--- src/rtl/cim_neuron_array_pkg.sv ---
// Shared types and helpers for the compute-in-memory spiking neuron array:
// FSM state encoding, per-neuron config field layout, sign-extend and saturate.
package cim_neuron_array_pkg;

    typedef enum logic [2:0] {
        ST_IDLE = 3'd0,
        ST_INT  = 3'd1,
        ST_LEAK = 3'd2,
        ST_CMP  = 3'd3,
        ST_HOLD = 3'd4
    } state_t;

    // Each neuron's config field is {enb, vth}: vth in the low V_W bits, enb above it.
    localparam int NCFG_VTH_LSB = 0;

    function automatic int ncfg_enb_bit(input int v_w);
        return v_w;
    endfunction

    function automatic int ncfg_field_w(input int v_w);
        return v_w + 1;
    endfunction

    function automatic int sext(input logic [31:0] raw, input int w);
        logic [31:0] t;
        t = raw << (32 - w);
        return $signed(t) >>> (32 - w);
    endfunction

    function automatic int sat(input int x, input int vmax);
        int r;
        if (x > vmax) begin
            r = vmax;
        end else if (x < -vmax) begin
            r = -vmax;
        end else begin
            r = x;
        end
        return r;
    endfunction

endpackage

--- src/rtl/cim_neuron_array_cell.sv ---
// One neuron: membrane potential, refractory counter, saturating integrate,
// leak and threshold compare, sequenced by the array FSM state.
module cim_neuron_cell
    import cim_neuron_array_pkg::*;
#(
    parameter int DV_W  = 6,
    parameter int V_W   = 7,
    parameter int REF_W = 3
) (
    input  logic              clk,
    input  logic              rst,
    input  logic              pd,
    input  logic              clr,
    input  state_t            st,
    input  logic              tile_valid,
    input  logic [V_W:0]      cfg,
    input  logic              swp,
    input  logic [DV_W-1:0]   dv,
    input  logic [2:0]        leak,
    input  logic [REF_W-1:0]  ref_len,
    output logic              spike
);

    localparam int VMAX    = (1 << (V_W - 1)) - 1;
    localparam int ENB_BIT = ncfg_enb_bit(V_W);

    logic signed [V_W-1:0] v_r;
    logic signed [V_W-1:0] v_nx_s;
    logic signed [V_W-1:0] vth_s;
    logic signed [V_W-1:0] sum_sat_s;
    logic signed [V_W-1:0] leak_dv_s;
    logic [REF_W-1:0]      ref_r;
    logic [REF_W-1:0]      ref_nx_s;
    logic                  spike_r;
    logic                  spike_nx_s;
    logic                  enb_s;
    logic                  fire_s;

    assign enb_s     = cfg[ENB_BIT];
    assign vth_s     = $signed(cfg[NCFG_VTH_LSB +: V_W]);
    assign sum_sat_s = V_W'(sat(int'(v_r) + sext(32'(dv), DV_W), VMAX));
    assign leak_dv_s = v_r >>> leak;
    assign fire_s    = swp ? (v_r <= vth_s) : (v_r >= vth_s);
    assign spike     = spike_r;

    // Next-state of potential, refractory count and spike for the current FSM phase.
    always_comb begin
        v_nx_s     = v_r;
        ref_nx_s   = ref_r;
        spike_nx_s = spike_r;
        case (st)
            ST_IDLE: begin
                if (clr) begin
                    v_nx_s   = {V_W{1'b0}};
                    ref_nx_s = {REF_W{1'b0}};
                end else begin
                    v_nx_s = v_r;
                end
            end
            ST_INT: begin
                if (tile_valid && (ref_r == {REF_W{1'b0}})) begin
                    v_nx_s = sum_sat_s;
                end else begin
                    v_nx_s = v_r;
                end
            end
            ST_LEAK: begin
                if (leak != 3'd0) begin
                    v_nx_s = v_r - leak_dv_s;
                end else begin
                    v_nx_s = v_r;
                end
            end
            ST_CMP: begin
                if (ref_r != {REF_W{1'b0}}) begin
                    spike_nx_s = 1'b0;
                    ref_nx_s   = ref_r - REF_W'(1);
                end else if (fire_s) begin
                    spike_nx_s = 1'b1;
                    v_nx_s     = {V_W{1'b0}};
                    ref_nx_s   = ref_len;
                end else begin
                    spike_nx_s = 1'b0;
                end
            end
            default: begin
                v_nx_s = v_r;
            end
        endcase
        // A disabled neuron is pinned at rest and never fires.
        if (enb_s) begin
            v_nx_s     = {V_W{1'b0}};
            ref_nx_s   = {REF_W{1'b0}};
            spike_nx_s = 1'b0;
        end else begin
            spike_nx_s = spike_nx_s;
        end
    end

    // Neuron state registers with reset and power-down clear.
    always_ff @(posedge clk) begin
        if (rst || pd) begin
            v_r     <= {V_W{1'b0}};
            ref_r   <= {REF_W{1'b0}};
            spike_r <= 1'b0;
        end else begin
            v_r     <= v_nx_s;
            ref_r   <= ref_nx_s;
            spike_r <= spike_nx_s;
        end
    end

endmodule

--- src/rtl/cim_neuron_array.sv ---
// Array of N_NEURON integrate-and-fire neurons fed by tiled partial sums, with a
// time-step FSM and a REQ/ACK handshake on the spike vector.
module cim_neuron_array
    import cim_neuron_array_pkg::*;
#(
    parameter int N_NEURON = 16,
    parameter int DV_W     = 6,
    parameter int V_W      = 7,
    parameter int REF_W    = 3
) (
    input  logic                          CLK,
    input  logic                          RST,
    input  logic [N_NEURON*(V_W+1)-1:0]   NCFG,
    input  logic                          SWP,
    input  logic                          PD,
    input  logic                          EN,
    input  logic                          FT,
    input  logic                          TILE_VALID,
    input  logic                          TILE_LAST,
    input  logic [N_NEURON*DV_W-1:0]      DV,
    input  logic [2:0]                    LEAK,
    input  logic [REF_W-1:0]              REF_LEN,
    input  logic                          ACK,
    output logic                          REQ,
    output logic [N_NEURON-1:0]           NEURON_OUT,
    output logic                          BUSY
);

    localparam int CFG_W = ncfg_field_w(V_W);

    state_t              state_r;
    logic                req_r;
    logic                busy_r;
    logic                clr_s;
    logic [N_NEURON-1:0] spike_s;

    assign clr_s      = (state_r == ST_IDLE) && EN && FT;
    assign REQ        = req_r;
    assign BUSY       = busy_r;
    assign NEURON_OUT = spike_s;

    // Time-step sequencer; REQ and BUSY are registered alongside the state.
    always_ff @(posedge CLK) begin
        if (RST || PD) begin
            state_r <= ST_IDLE;
            req_r   <= 1'b0;
            busy_r  <= 1'b0;
        end else begin
            case (state_r)
                ST_IDLE: begin
                    if (EN) begin
                        state_r <= ST_INT;
                        busy_r  <= 1'b1;
                    end
                end
                ST_INT: begin
                    if (TILE_VALID && TILE_LAST) begin
                        state_r <= ST_LEAK;
                    end
                end
                ST_LEAK: begin
                    state_r <= ST_CMP;
                end
                ST_CMP: begin
                    state_r <= ST_HOLD;
                    req_r   <= 1'b1;
                end
                ST_HOLD: begin
                    if (ACK) begin
                        state_r <= ST_IDLE;
                        req_r   <= 1'b0;
                        busy_r  <= 1'b0;
                    end
                end
                default: begin
                    state_r <= ST_IDLE;
                    req_r   <= 1'b0;
                    busy_r  <= 1'b0;
                end
            endcase
        end
    end

    for (genvar i = 0; i < N_NEURON; i++) begin : g_cell
        cim_neuron_cell #(
            .DV_W  (DV_W),
            .V_W   (V_W),
            .REF_W (REF_W)
        ) u_cell (
            .clk        (CLK),
            .rst        (RST),
            .pd         (PD),
            .clr        (clr_s),
            .st         (state_r),
            .tile_valid (TILE_VALID),
            .cfg        (NCFG[i*CFG_W +: CFG_W]),
            .swp        (SWP),
            .dv         (DV[i*DV_W +: DV_W]),
            .leak       (LEAK),
            .ref_len    (REF_LEN),
            .spike      (spike_s[i])
        );
    end

endmodule

--- config.mk ---
export PLATFORM = sky130hd
export DESIGN_NAME = cim_neuron_array
export DESIGN_NICKNAME = d
export VERILOG_FILES = /design/src/rtl/cim_neuron_array_pkg.sv /design/src/rtl/cim_neuron_array_cell.sv /design/src/rtl/cim_neuron_array.sv
export SDC_FILE = /design/constraint.sdc
export NUM_CORES = 1
export LEC_CHECK = 0
export BUFFER_PORTS_ARGS = -buffer_cell sky130_fd_sc_hd__buf_2
export CAP_MARGIN = 25
export CORE_AREA = 4 4 258 260
export CTS_CLUSTER_SIZE = 10
export DETAILED_ROUTE_END_ITERATION = 16
export DIE_AREA = 0 0 262 264
export GPL_TIMING_DRIVEN = 0
export PLACE_DENSITY = 0.54
export SYNTH_ARGS = -nofsm -noshare
export SYNTH_HDL_FRONTEND = slang
export SYNTH_SLANG_ARGS = --single-unit
--- constraint.sdc ---
create_clock -name CLK -period 7.31 [get_ports CLK]
set_input_delay 1.462 -clock CLK [delete_from_list [all_inputs] [get_ports CLK]]
set_output_delay 1.462 -clock CLK [all_outputs]
set_load 0.02 [all_outputs]
## Word level (Yosys, flattened, before mapping)

Cells that the tools add are included.
Widths: inputs -> output; s select.

| cells by class | value |
|---|---|
| eq/ne operators | 73 |
| reductions and logical operators | 109 |
| multiplexer cells | 218 |
| add/subtract/negate cells | 48 |
| shift operators | 16 |
| bitwise gates (word level) | 2 |
| order comparisons | 64 |

Operators with widths:

| kind | count |
|---|---|
| $mux 7 | 97 |
| $pmux 7 s4 | 16 |
| $add 7x6->8 | 16 |
| $gt 8x7->1 const B | 16 |
| $lt 8x7->1 const B | 16 |
| $ge 7x7->1 | 16 |
| $le 7x7->1 | 16 |
| $sshr 7x3->7 | 16 |
| $sub 7x7->7 | 16 |
| $mux 3 | 36 |
| $pmux 3 s2 | 16 |
| $reduce_and 6->1 | 16 |
| $ne 2x1->1 const B | 33 |
| $reduce_and 3->1 | 18 |
| $logic_not 3->1 | 17 |
| $reduce_bool 3->1 | 17 |
| $mux 1 | 50 |
| $ne 3x1->1 const B | 16 |
| $sub 3x1->3 const B | 16 |
| $ne 2x2->1 const B | 20 |
| $reduce_or 2->1 | 16 |
| $logic_and 1x1->1 | 19 |
| $pmux 3 s5 | 1 |
| $eq 3x2->1 const B | 2 |
| other kinds (9) | 12 |

| storage, ports and cells | value |
|---|---|
| word-level logic and storage cells | 581 |
| flip-flop bits (word level) | 181 |
| output and inout port bits | 18 |

## Longest topological paths before layout

Gate-level depths: netlist of the first run.

| logic depth | value |
|---|---|
| depth in word-level cells | 6 |
| gate-level depth with buffers | 15 |
| depth with buffers taken out | 12 |

## By module

From an unflattened synthesis of the first run, not the netlist that was laid out.

| second synthesis, totals | value |
|---|---|
| cell total of the unflattened synthesis | 3,443 |
| area, all modules | 26,955.9 um2 |

By module, submodules not included:

| module | area an instance (um2) | cells each | instances |
|---|---|---|---|
| cim_neuron_cell at g_cell[13].u_cell ... | 1,651.6 | 213 | 8 |
| cim_neuron_cell at g_cell[0].u_cell ... | 1,685.4 | 213 | 5 |
| cim_neuron_cell at g_cell[9].u_cell | 1,734.2 | 219 | 1 |
| cim_neuron_cell at g_cell[1].u_cell | 1,679.1 | 210 | 1 |
| cim_neuron_cell at g_cell[12].u_cell | 1,625.3 | 216 | 1 |
| cim_neuron_array | 277.8 | 29 | 1 |

## Worst setup path after synthesis of the first run

OpenSTA, ideal clock, no wires.

| timing | value |
|---|---|
| path type | input port to flip-flop |
| start | input LEAK[0] |
| end | register g_cell[9].u_cell.v_r[5] |
| setup slack | 2.760 ns |
| arrival time | 4.465 ns |
| path buffers | 3 |
| cell stages on the path | 13 |
| required time | 7.224 ns |
| path through | buf_2 buf_2 buf_1 mux2i_1 o21ai_0 a21oi_1 ha_1 nor2b_1 o31a_1 or4b_2 a31oi_1 nor3_1 a211oi_1 |

| between the ends | value |
|---|---|
| word-level cells in the longest chain between the ends | 4 |
| elaborated cells on any way between the ends | 7 |
| classes of those cells | add/sub: 1; eq/ne: 1; shift: 1; mux: 2; reduce/logical: 2 |

Ends and longest elaborated chain:

| item | line | text |
|---|---|---|
| from (decl) | cim_neuron_array.sv:21 | `input logic [2:0] LEAK,` |
| $sshr 7x3->7 | cim_neuron_array_cell.sv:42 | `assign leak_dv_s = v_r >>> leak;` |
| $sub 7x7->7 | cim_neuron_array_cell.sv:69 | `v_nx_s = v_r - leak_dv_s;` |
| $mux 7 | cim_neuron_array_cell.sv:68 | `if (leak != 3'd0) begin` |
| $pmux 7 s4 | cim_neuron_array_cell.sv:51 | `case (st)` |
| to (signal assigned) | cim_neuron_array_cell.sv:103 | `v_r <= {V_W{1'b0}};` |
| to (signal assigned) | cim_neuron_array_cell.sv:107 | `v_r <= v_nx_s;` |
| to (decl) | cim_neuron_array_cell.sv:27 | `logic signed [V_W-1:0] v_r;` |

Several ways; a longest one is shown, not always the timed one. The select of a mux whose other input is x is not followed.
A chain may end at the register's enable or synchronous reset.

## Final worst setup path of the first run

| timing | value |
|---|---|
| start | input LEAK[0] |
| end | register g_cell[13].u_cell.v_r[5] |

| between the ends | value |
|---|---|
| word-level cells in the longest chain between the ends | 4 |
| elaborated cells on any way between the ends | 7 |
| classes of those cells | add/sub: 1; eq/ne: 1; shift: 1; mux: 2; reduce/logical: 2 |

Ends and longest elaborated chain:

| item | line |
|---|---|
| $sshr 7x3->7 | cim_neuron_array_cell.sv:42 |
| $sub 7x7->7 | cim_neuron_array_cell.sv:69 |
| $mux 7 | cim_neuron_array_cell.sv:68 |
| $pmux 7 s4 | cim_neuron_array_cell.sv:51 |
| to (signal assigned) | cim_neuron_array_cell.sv:103 |
| to (signal assigned) | cim_neuron_array_cell.sv:107 |
| to (decl) | cim_neuron_array_cell.sv:27 |

Several ways; a longest one is shown, not always the timed one. The select of a mux whose other input is x is not followed.

==> results of run 1 <==
-- flip-flops by register name (all words and copies together) (netlist names) --
| register | flops |
|---|---|
| g_cell.u_cell.v_r | 112 |
| REQ | 1 |
| BUSY | 1 |
| state_r | 3 |
| g_cell.u_cell.ref_r | 48 |
| g_cell.u_cell.spike | 16 |
-- metal layers --
metal	global-route usage (%)	up-vias
li1	-	13100
met1	42.3	13000
met2	46.4	1282
met3	5.93	201
met4	10.4	2
met5	0	-
-- cells by family after synthesis --
logic type | after synthesis
AOI/OAI and AO/OA | 1154
and+or+nand+nor | 952
adders and majority gates | 389
buffers and inverters | 366
DFF | 181
muxes | 144
xor gates and xnor gates | 103
-- metrics by stage --
stage	instance area, um^2	hold slack [ns]
3_5_place_dp	28200	0.437
4_1_cts	28800	0.456
2_1_floorplan	25600	0.422
5_1_grt	28800	0.480
6_report	28800	0.458
3_3_place_gp	27900	0.442
-- synthesized netlist by cell type (19+ instances only) --
cell | n | area share (%)
ha_1 | 352 | 17
a21oi_1 | 274 | 5.4
o21ai_0 | 229 | 4.5
nor2_1 | 226 | 3.3
inv_1 | 215 | 3.2
nand2_1 | 210 | 3.1
dfxtp_1 | 181 | 14
a211oi_1 | 106 | 3.1
clkbuf_1 | 83 | 1.2
nor2b_1 | 79 | 1.9
mux2i_1 | 73 | 2.9
nand2b_1 | 65 | 1.6
nor3_1 | 65 | 1.3
nand3_1 | 62 | 1.2
a21o_1 | 55 | 1.6
mux2_2 | 55 | 2.4
xnor2_1 | 53 | 1.8
o21a_1 | 52 | 1.5
xor2_1 | 50 | 1.7
a31oi_1 | 47 | 1.1
o211ai_1 | 42 | 1.2
nor3b_1 | 38 | 1.1
nand4_1 | 34 | 0.83
fa_1 | 32 | 2.5
or3_1 | 30 | 0.73
o22ai_1 | 27 | 0.66
a311oi_1 | 26 | 0.89
nand3b_1 | 26 | 0.76
buf_1 | 24 | 0.35
buf_2 | 23 | 0.45
a221oi_1 | 20 | 0.68
o2111ai_1 | 20 | 0.68
o31ai_1 | 20 | 0.59
or2_2 | 19 | 0.46
-- layout make-up --
class / instances / area [um^2] / area share, %
Multi-Input combinational cell: 2742 / 20500 / 71.0
Sequential cell: 181 / 3620 / 12.6
Timing Repair Buffer: 272 / 1550 / 5.38
Tap cell: 855 / 1070 / 3.71
Inverter: 217 / 815 / 2.82
Buffer: 149 / 668 / 2.32
Clock buffer: 17 / 425 / 1.48
Clock inverter: 15 / 190 / 0.660
Antenna cell: 2 / 5.00 / 0.0174
-- worst max-delay path, stage by stage --
cell and delay (ns):
buf_2 0.11, buf_2 0.24, buf_1 0.82, clkbuf_1 0.71, mux2i_1 0.25, o21ai_0 0.10, a21oi_1 0.36, ha_1 0.30
nor2b_1 0.14, o31a_1 0.26, or4b_2 0.61, a31oi_1 0.22, nor3_1 0.08, a211oi_1 0.23
-- path summary, 6_finish.rpt --
check                               from                        to  slack, ns  cells past startpoint
setup / recovery                 LEAK[0]  g_cell[13].u_cell.v_r[5]       1.81                     14
hold reg to reg   g_cell[1].u_cell.spike    g_cell[1].u_cell.spike       0.46                      2
hold / removal    g_cell[1].u_cell.spike    g_cell[1].u_cell.spike       0.46                      2
setup reg to reg              state_r[0]   g_cell[2].u_cell.v_r[5]       3.80                      7
-- power groups by stage --
stage                     logic (uW)  clock network [uW]  registers [uW]
final                           1160                1040            1040
after global routing            1260                1080            1040
after global placement          1110                   0            1060
after detailed placement        1120                   0            1060
after CTS                       1130                1050            1040
after floorplan                  751                   0            1040
==> qor.txt, run 1 <==
Routed wire length - 109 mm
Main synth FF type - dfxtp_1
Htree depth - 4
Final setup vio count - 0
Slew margin rel. - 17.0%
Final Worst Setup Slack - 1.81 ns
Most common cell after layout, fill and taps aside - ha_1
DR WL/cell - 24.4 um
CTS root buffer - clkbuf_16
Drt drc - 0
Peak VDD IR - 171 uV
Total Neg Setup Slack - 0 ns
Die X - 262 um
Worst-path clk slew - 0.09 ns
Commonest cells after routing, fill and taps aside - 352 x ha_1, 279 x buf_2, 274 x a21oi_1
Vias in the first global route - 25400
Largest family of logic cells by synthesized area - compound AO/OA/AOI/OAI gates
Critical Path RT - 7.73 ns
Register area share after synthesis - 14.2%
Sw Share - 39.3%
NetSw - 1270 uW
Top layer in use - met5
Gpl congestion - 0.955
CTS Buf Count - 17
#FFs+latches synth - 181
GRT Resource Usage Total - 30.2%
Dpl ws - 1.43 ns
Synth Area in Adders - 19.9%
Clk pwr share - 32.2%
Drt pass-1 iters - 6
Highest clock rate - 182 MHz
I/O pin count - 257
Pin count of the biggest net entering global routing - 19
Syn avg cell area - 7.78 um^2
Combinational Power Share - 35.7%
Metal-1 WL - 47.6 mm
GR Overflow Total - 0
CP Max Fanout - 10
Final Hold Vio Count - 0
Area of the core - 64100 um^2
Static Leak - 0.0119 uW
Fillcell total - 6634
Net count, final - 4203
Layout area overhead - 12.7%
Pint - 1970 uW
Startpoint Class - input pin
Outcome - finished clean
WL met2 - 47.2 mm
Cts hold-fix bufs - 0
Met3 Routed Length - 10.1 mm
Area of the mapped netlist - 25600 um^2
CTS tree - built
Share of post-route cells with drive strength above 1 - 14.1%
Max Cap Viol - 0
Clock net sink count - 181
Slew @ Worst Pin - 1.24 ns
Tcrit/Tclk final - 75.2%
Mux cell area share after synthesis - 6.68%
Pins Over Slew Limit - 0
Pwr Total - 3240 uW
Number of distinct library cells after synthesis - 99
Post-synthesis compound-gate area fraction - 30.6%
Post-synth EDFFs - 0
Post-layout min period - 5.50 ns
Synth Instances - 3289
Async S/R FF share, synth - 0%
Post-CTS setup buffer count - 0
1st-iter DRT viols - 3206
Post-CTS sizing - 0
Clk_lat worst skew - 0.52 ns
Placed insts - 4413
Clock buffer depth - 2
Layout Cells excl Fill - 4450
Final Util - 45.0%
Area of the die - 69200 um^2
Post-Synth Simple-Gate Area - 19.4%
RSZ-0062 raised after global routing - false
Critical path class - input pin to flop
WP data arrival - 5.92 ns
Via count - 27500
Routed Antenna Nets - 0
# rows - 93
Chip height - 264 um
Via density - 6.19
Starting Density - 39.9%
Final HPWL DP - 83.7 mm
Synth Warn # - 0
First-pass GRT wire length - 159 mm
Sequential share of power - 32.1%
PortBufs - 255
Synth Area in XOR/XNOR - 3.53%
Net count after synthesis - 3912
Initial antenna violation count - 2
Min-Delay Path Class - flop to flop
Pwr/cell area - 112 nW/um^2
Worst Setup End Kind - flop
Clock skew - 0.0156 ns
No activity file was read; power rests on OpenSTA's default activity.
==> inputs of run 2 (changes only) <==
ABC_AREA = 1   (was unset)
CORE_AREA = 4 4 259 261   (was 4 4 258 260)
DIE_AREA = 0 0 263 265   (was 0 0 262 264)
PLACE_DENSITY = 0.55   (was 0.54)
clock period = 4.5 ns   (was 7.31 ns; I/O delays follow)
==> run 2 against run 1 <==
  * The run now ends with negative setup slack left
  * Global-route usage fell by 2.1 points
  * Die area is 0.76% higher
  * Sequential power increased by 63%
  * Largest cell class unchanged
==> qor.txt, run 2 <==
Outcome - finished, violations left
Violated checks - negative setup slack
Post-synth EDFFs - 0 (unchanged)
WP data arrival - 4.90 ns (-1.02 ns)
Peak VDD IR - 189 uV (+11%)
Largest cells by area after synthesis - nand2_1 19%, ha_1 17%, dfxtp_1 14%
Pint - 3370 uW (+71%)
Most common cell after layout, fill and taps aside - nand2_1
Post-Synth Simple-Gate Area - 38.7% (+19 points)
Largest register FFs - 112 (unchanged)
First-pass GRT wire length - 152 mm (-4.1%)
Sw Share - 39.3% (about the same)
Count leader, synth - nand2_1
Register area share after synthesis - 14.1% (-0.045 points)
Static Leak - 0.0155 uW (+30%)
Startpoint Class - input pin
Largest family of logic cells by synthesized area - simple AND/OR/NAND/NOR gates
Clk_lat worst skew - 0.52 ns (about the same)
Syn avg cell area - 5.87 um^2 (-25%)
Top layer in use - met5
Post-synthesis compound-gate area fraction - 15.3% (-15 points)
Gpl congestion - 0.978 (+2.4%)
Worst Hold Path Cells - 2 (unchanged)
Synth Instances - 4372 (+33%)
Pin count of the biggest net entering global routing - 17 (-2)
I/O pin count - 257 (unchanged)
Top cells by count, synth - 1272 x nand2_1, 604 x inv_1, 538 x nor2_1
Post-CTS setup buffer count - 0 (unchanged)
Via count - 29000 (+5.5%)
Largest area contributor in the netlist - nand2_1
Net count after synthesis - 4995 (+28%)
Sequential share of power - 30.5% (-1.6 points)
Drt pass-1 iters - 6 (unchanged)
Clock net sink count - 181 (unchanged)
Number of distinct library cells after synthesis - 50 (-49%)
Chip height - 265 um (+0.38%)
Worst-path clk slew - 0.07 ns (-0.02 ns)
Worst hold endpoint - g_cell[8].u_cell.spike
Critical Path RT - 4.90 ns (-2.83 ns)
GRT Resource Usage Total - 28.1% (-2.1 points)
Initial antenna violation count - 7 (+5)
Async S/R FF share, synth - 0% (unchanged)
Hold Crit Start - g_cell[8].u_cell.spike
Met3 Routed Length - 9.26 mm (-8.1%)
Combinational Power Share - 37.2% (+1.5 points)
Area of the core - 64500 um^2 (+0.54%)
Starting Density - 39.8% (-0.090 points)
Synth Warn # - 0 (unchanged)
Routed Antenna Nets - 0 (unchanged)
Final Worst Setup Slack - -0.00155 ns (-1.81 ns)
CTS tree - built
Reg2reg path depth - 17 (+10)
Clock skew - 0.0151 ns (-0.000536 ns)
Via density - 5.25 (-15%)
Synth Area in XOR/XNOR - 1.19% (-2.3 points)
Synth Area in Adders - 19.7% (-0.27 points)
1st-iter DRT viols - 2588 (-19%)
DR WL/cell - 18.4 um (-25%)
GR Overflow Total - 0 (unchanged)
Clock buffer depth - 2 (unchanged)
Metal-1 WL - 44.9 mm (-5.8%)
Pins Over Slew Limit - 0 (unchanged)
Min-Delay Path Class - flop to flop
Area of the die - 69700 um^2 (+0.76%)
Total Neg Setup Slack - -0.00155 ns (-0.00155 ns)
Drt drc - 0 (unchanged)
Share of post-route cells with drive strength above 1 - 9.32% (-4.8 points)
Layout area overhead - 12.9%
CTS Buf Count - 17 (unchanged)
Worst Setup End Kind - flop
Slew margin rel. - 17.5% (+0.50 points)
Pwr/cell area - 192 nW/um^2 (+71%)
Fillcell total - 7138 (+7.6%)
Net count, final - 5286 (+26%)
NetSw - 2180 uW (+72%)
Area of the mapped netlist - 25700 um^2 (+0.32%)
Vias in the first global route - 26200 (+2.9%)
Final HPWL DP - 78.9 mm (-5.8%)
R2r setup slk - 1.39 ns (-2.41 ns)
Max Cap Viol - 0 (unchanged)
Tcrit/Tclk final - 100%
Reg2reg end - g_cell[14].u_cell.v_r[4]
Die X - 263 um (+0.38%)
Slew @ Worst Pin - 1.24 ns (-0.00755 ns)
Post-layout min period - 4.50 ns
CP Max Fanout - 10 (unchanged)
WL met2 - 43.6 mm (-7.6%)
Synth top area share - 18.6% (+1.4 points)
#FFs+latches synth - 181 (unchanged)
Highest clock rate - 222 MHz
Reg with most FFs - g_cell.u_cell.v_r
Clk pwr share - 32.3% (about the same)
Final setup vio count - 1 (+1)
Commonest cells after routing, fill and taps aside - 1272 x nand2_1, 604 x inv_1, 538 x nor2_1
Htree depth - 4 (unchanged)
RSZ-0062 raised after global routing - false
Final Hold Vio Count - 0 (unchanged)
Pwr Total - 5550 uW (+72%)
Mux cell area share after synthesis - 0% (-6.7 points)
# rows - 93 (unchanged)
CTS root buffer - clkbuf_16
R2R Path Start - g_cell[14].u_cell.v_r[5]
PortBufs - 252 (-1.2%)
Main synth FF type - dfxtp_1
Critical path class - input pin to flop
Cts hold-fix bufs - 0 (unchanged)
Routed wire length - 102 mm (-6.2%)
[run 2: layout make-up]
| cell class | instances | area, um^2 | share of cell area (%) |
|---|---|---|---|
| clock inverters | 11 | 198 | 0.682 |
| plain buffers | 121 | 569 | 1.96 |
| well taps | 855 | 1070 | 3.69 |
| diodes | 3 | 7.51 | 0.0259 |
| multi-input cells | 3460 | 19200 | 66.3 |
| flip-flops and latches | 181 | 3620 | 12.5 |
| clock buffers | 21 | 460 | 1.59 |
| repair buffers | 272 | 1560 | 5.37 |
| inverters | 610 | 2290 | 7.91 |
[run 2: power by group through the flow]
stage | sequential (uW) | combinational (uW) | clock (uW)
2_1_floorplan | 1700 | 1400 | 0
3_3_place_gp | 1730 | 2000 | 0
3_5_place_dp | 1730 | 2020 | 0
4_1_cts | 1690 | 2030 | 1810
5_1_grt | 1700 | 2340 | 1870
6_report | 1690 | 2070 | 1790
[run 2: timing repair]
item,4_1_cts,5_1_grt
gates cloned,0,0
pin swaps,0,0
setup endpoints to repair,2,5
gates resized for setup,2,4
[run 2: stage by stage]
step / std cells / area (um^2) / utilization, % / hold slack [ns] / setup slack (ns)
after floorplan: 4372 / 25700 / - / 0.442 / 1.05
after global routing: 5531 / 29000 / 44.9 / 0.491 / 0.0187
after global placement: 5479 / 28000 / 43.4 / 0.457 / -0.555
final: 5534 / 29000 / 45.0 / 0.473 / -0.00155
after CTS: 5525 / 28900 / 44.8 / 0.476 / 0.215
after detailed placement: 5493 / 28200 / 43.8 / 0.461 / -0.535
[run 2: per-layer routing]
layer | GRT usage [%] | up-vias
met3 | 6.76 | 209
met2 | 44.3 | 1120
met5 | 0 | -
met4 | 10.8 | 6
li1 | - | 14900
met1 | 37.4 | 12800
[run 2: worst max-delay path by stage]
stage / from / end / cells after the start
floorplan: LEAK[2] / g_cell[7].u_cell.v_r[4] / 19
global placement: LEAK[2] / g_cell[14].u_cell.v_r[6] / 19
detailed placement: LEAK[2] / g_cell[14].u_cell.v_r[4] / 18
CTS: LEAK[2] / g_cell[14].u_cell.v_r[4] / 18
global route: LEAK[2] / g_cell[1].u_cell.v_r[6] / 16
finish: LEAK[2] / g_cell[14].u_cell.v_r[4] / 18
[run 2: cells by family after synthesis]
family / after synthesis
DFF: 181
xor gates and xnor gates: 35
buffers and inverters: 731
and+or+nand+nor: 2351
adders and majority gates: 384
AOI/OAI and AO/OA: 690
[run 2: worst max-delay path, cell delays in order]
cell and delay, ns:
buf_4 0.23, inv_4 0.11, nand2_1 0.11, clkdlybuf4s15_1 0.81, clkdlybuf4s15_2 0.68, a211oi_1 0.10
a211oi_1 0.38, ha_1 0.21, inv_1 0.06, fa_1 0.37, nand2_1 0.07, inv_1 0.05
o21ai_0 0.15, nand2_1 0.11, o21ai_0 0.25, nand3_1 0.13, nor2_1 0.10, a21oi_1 0.06
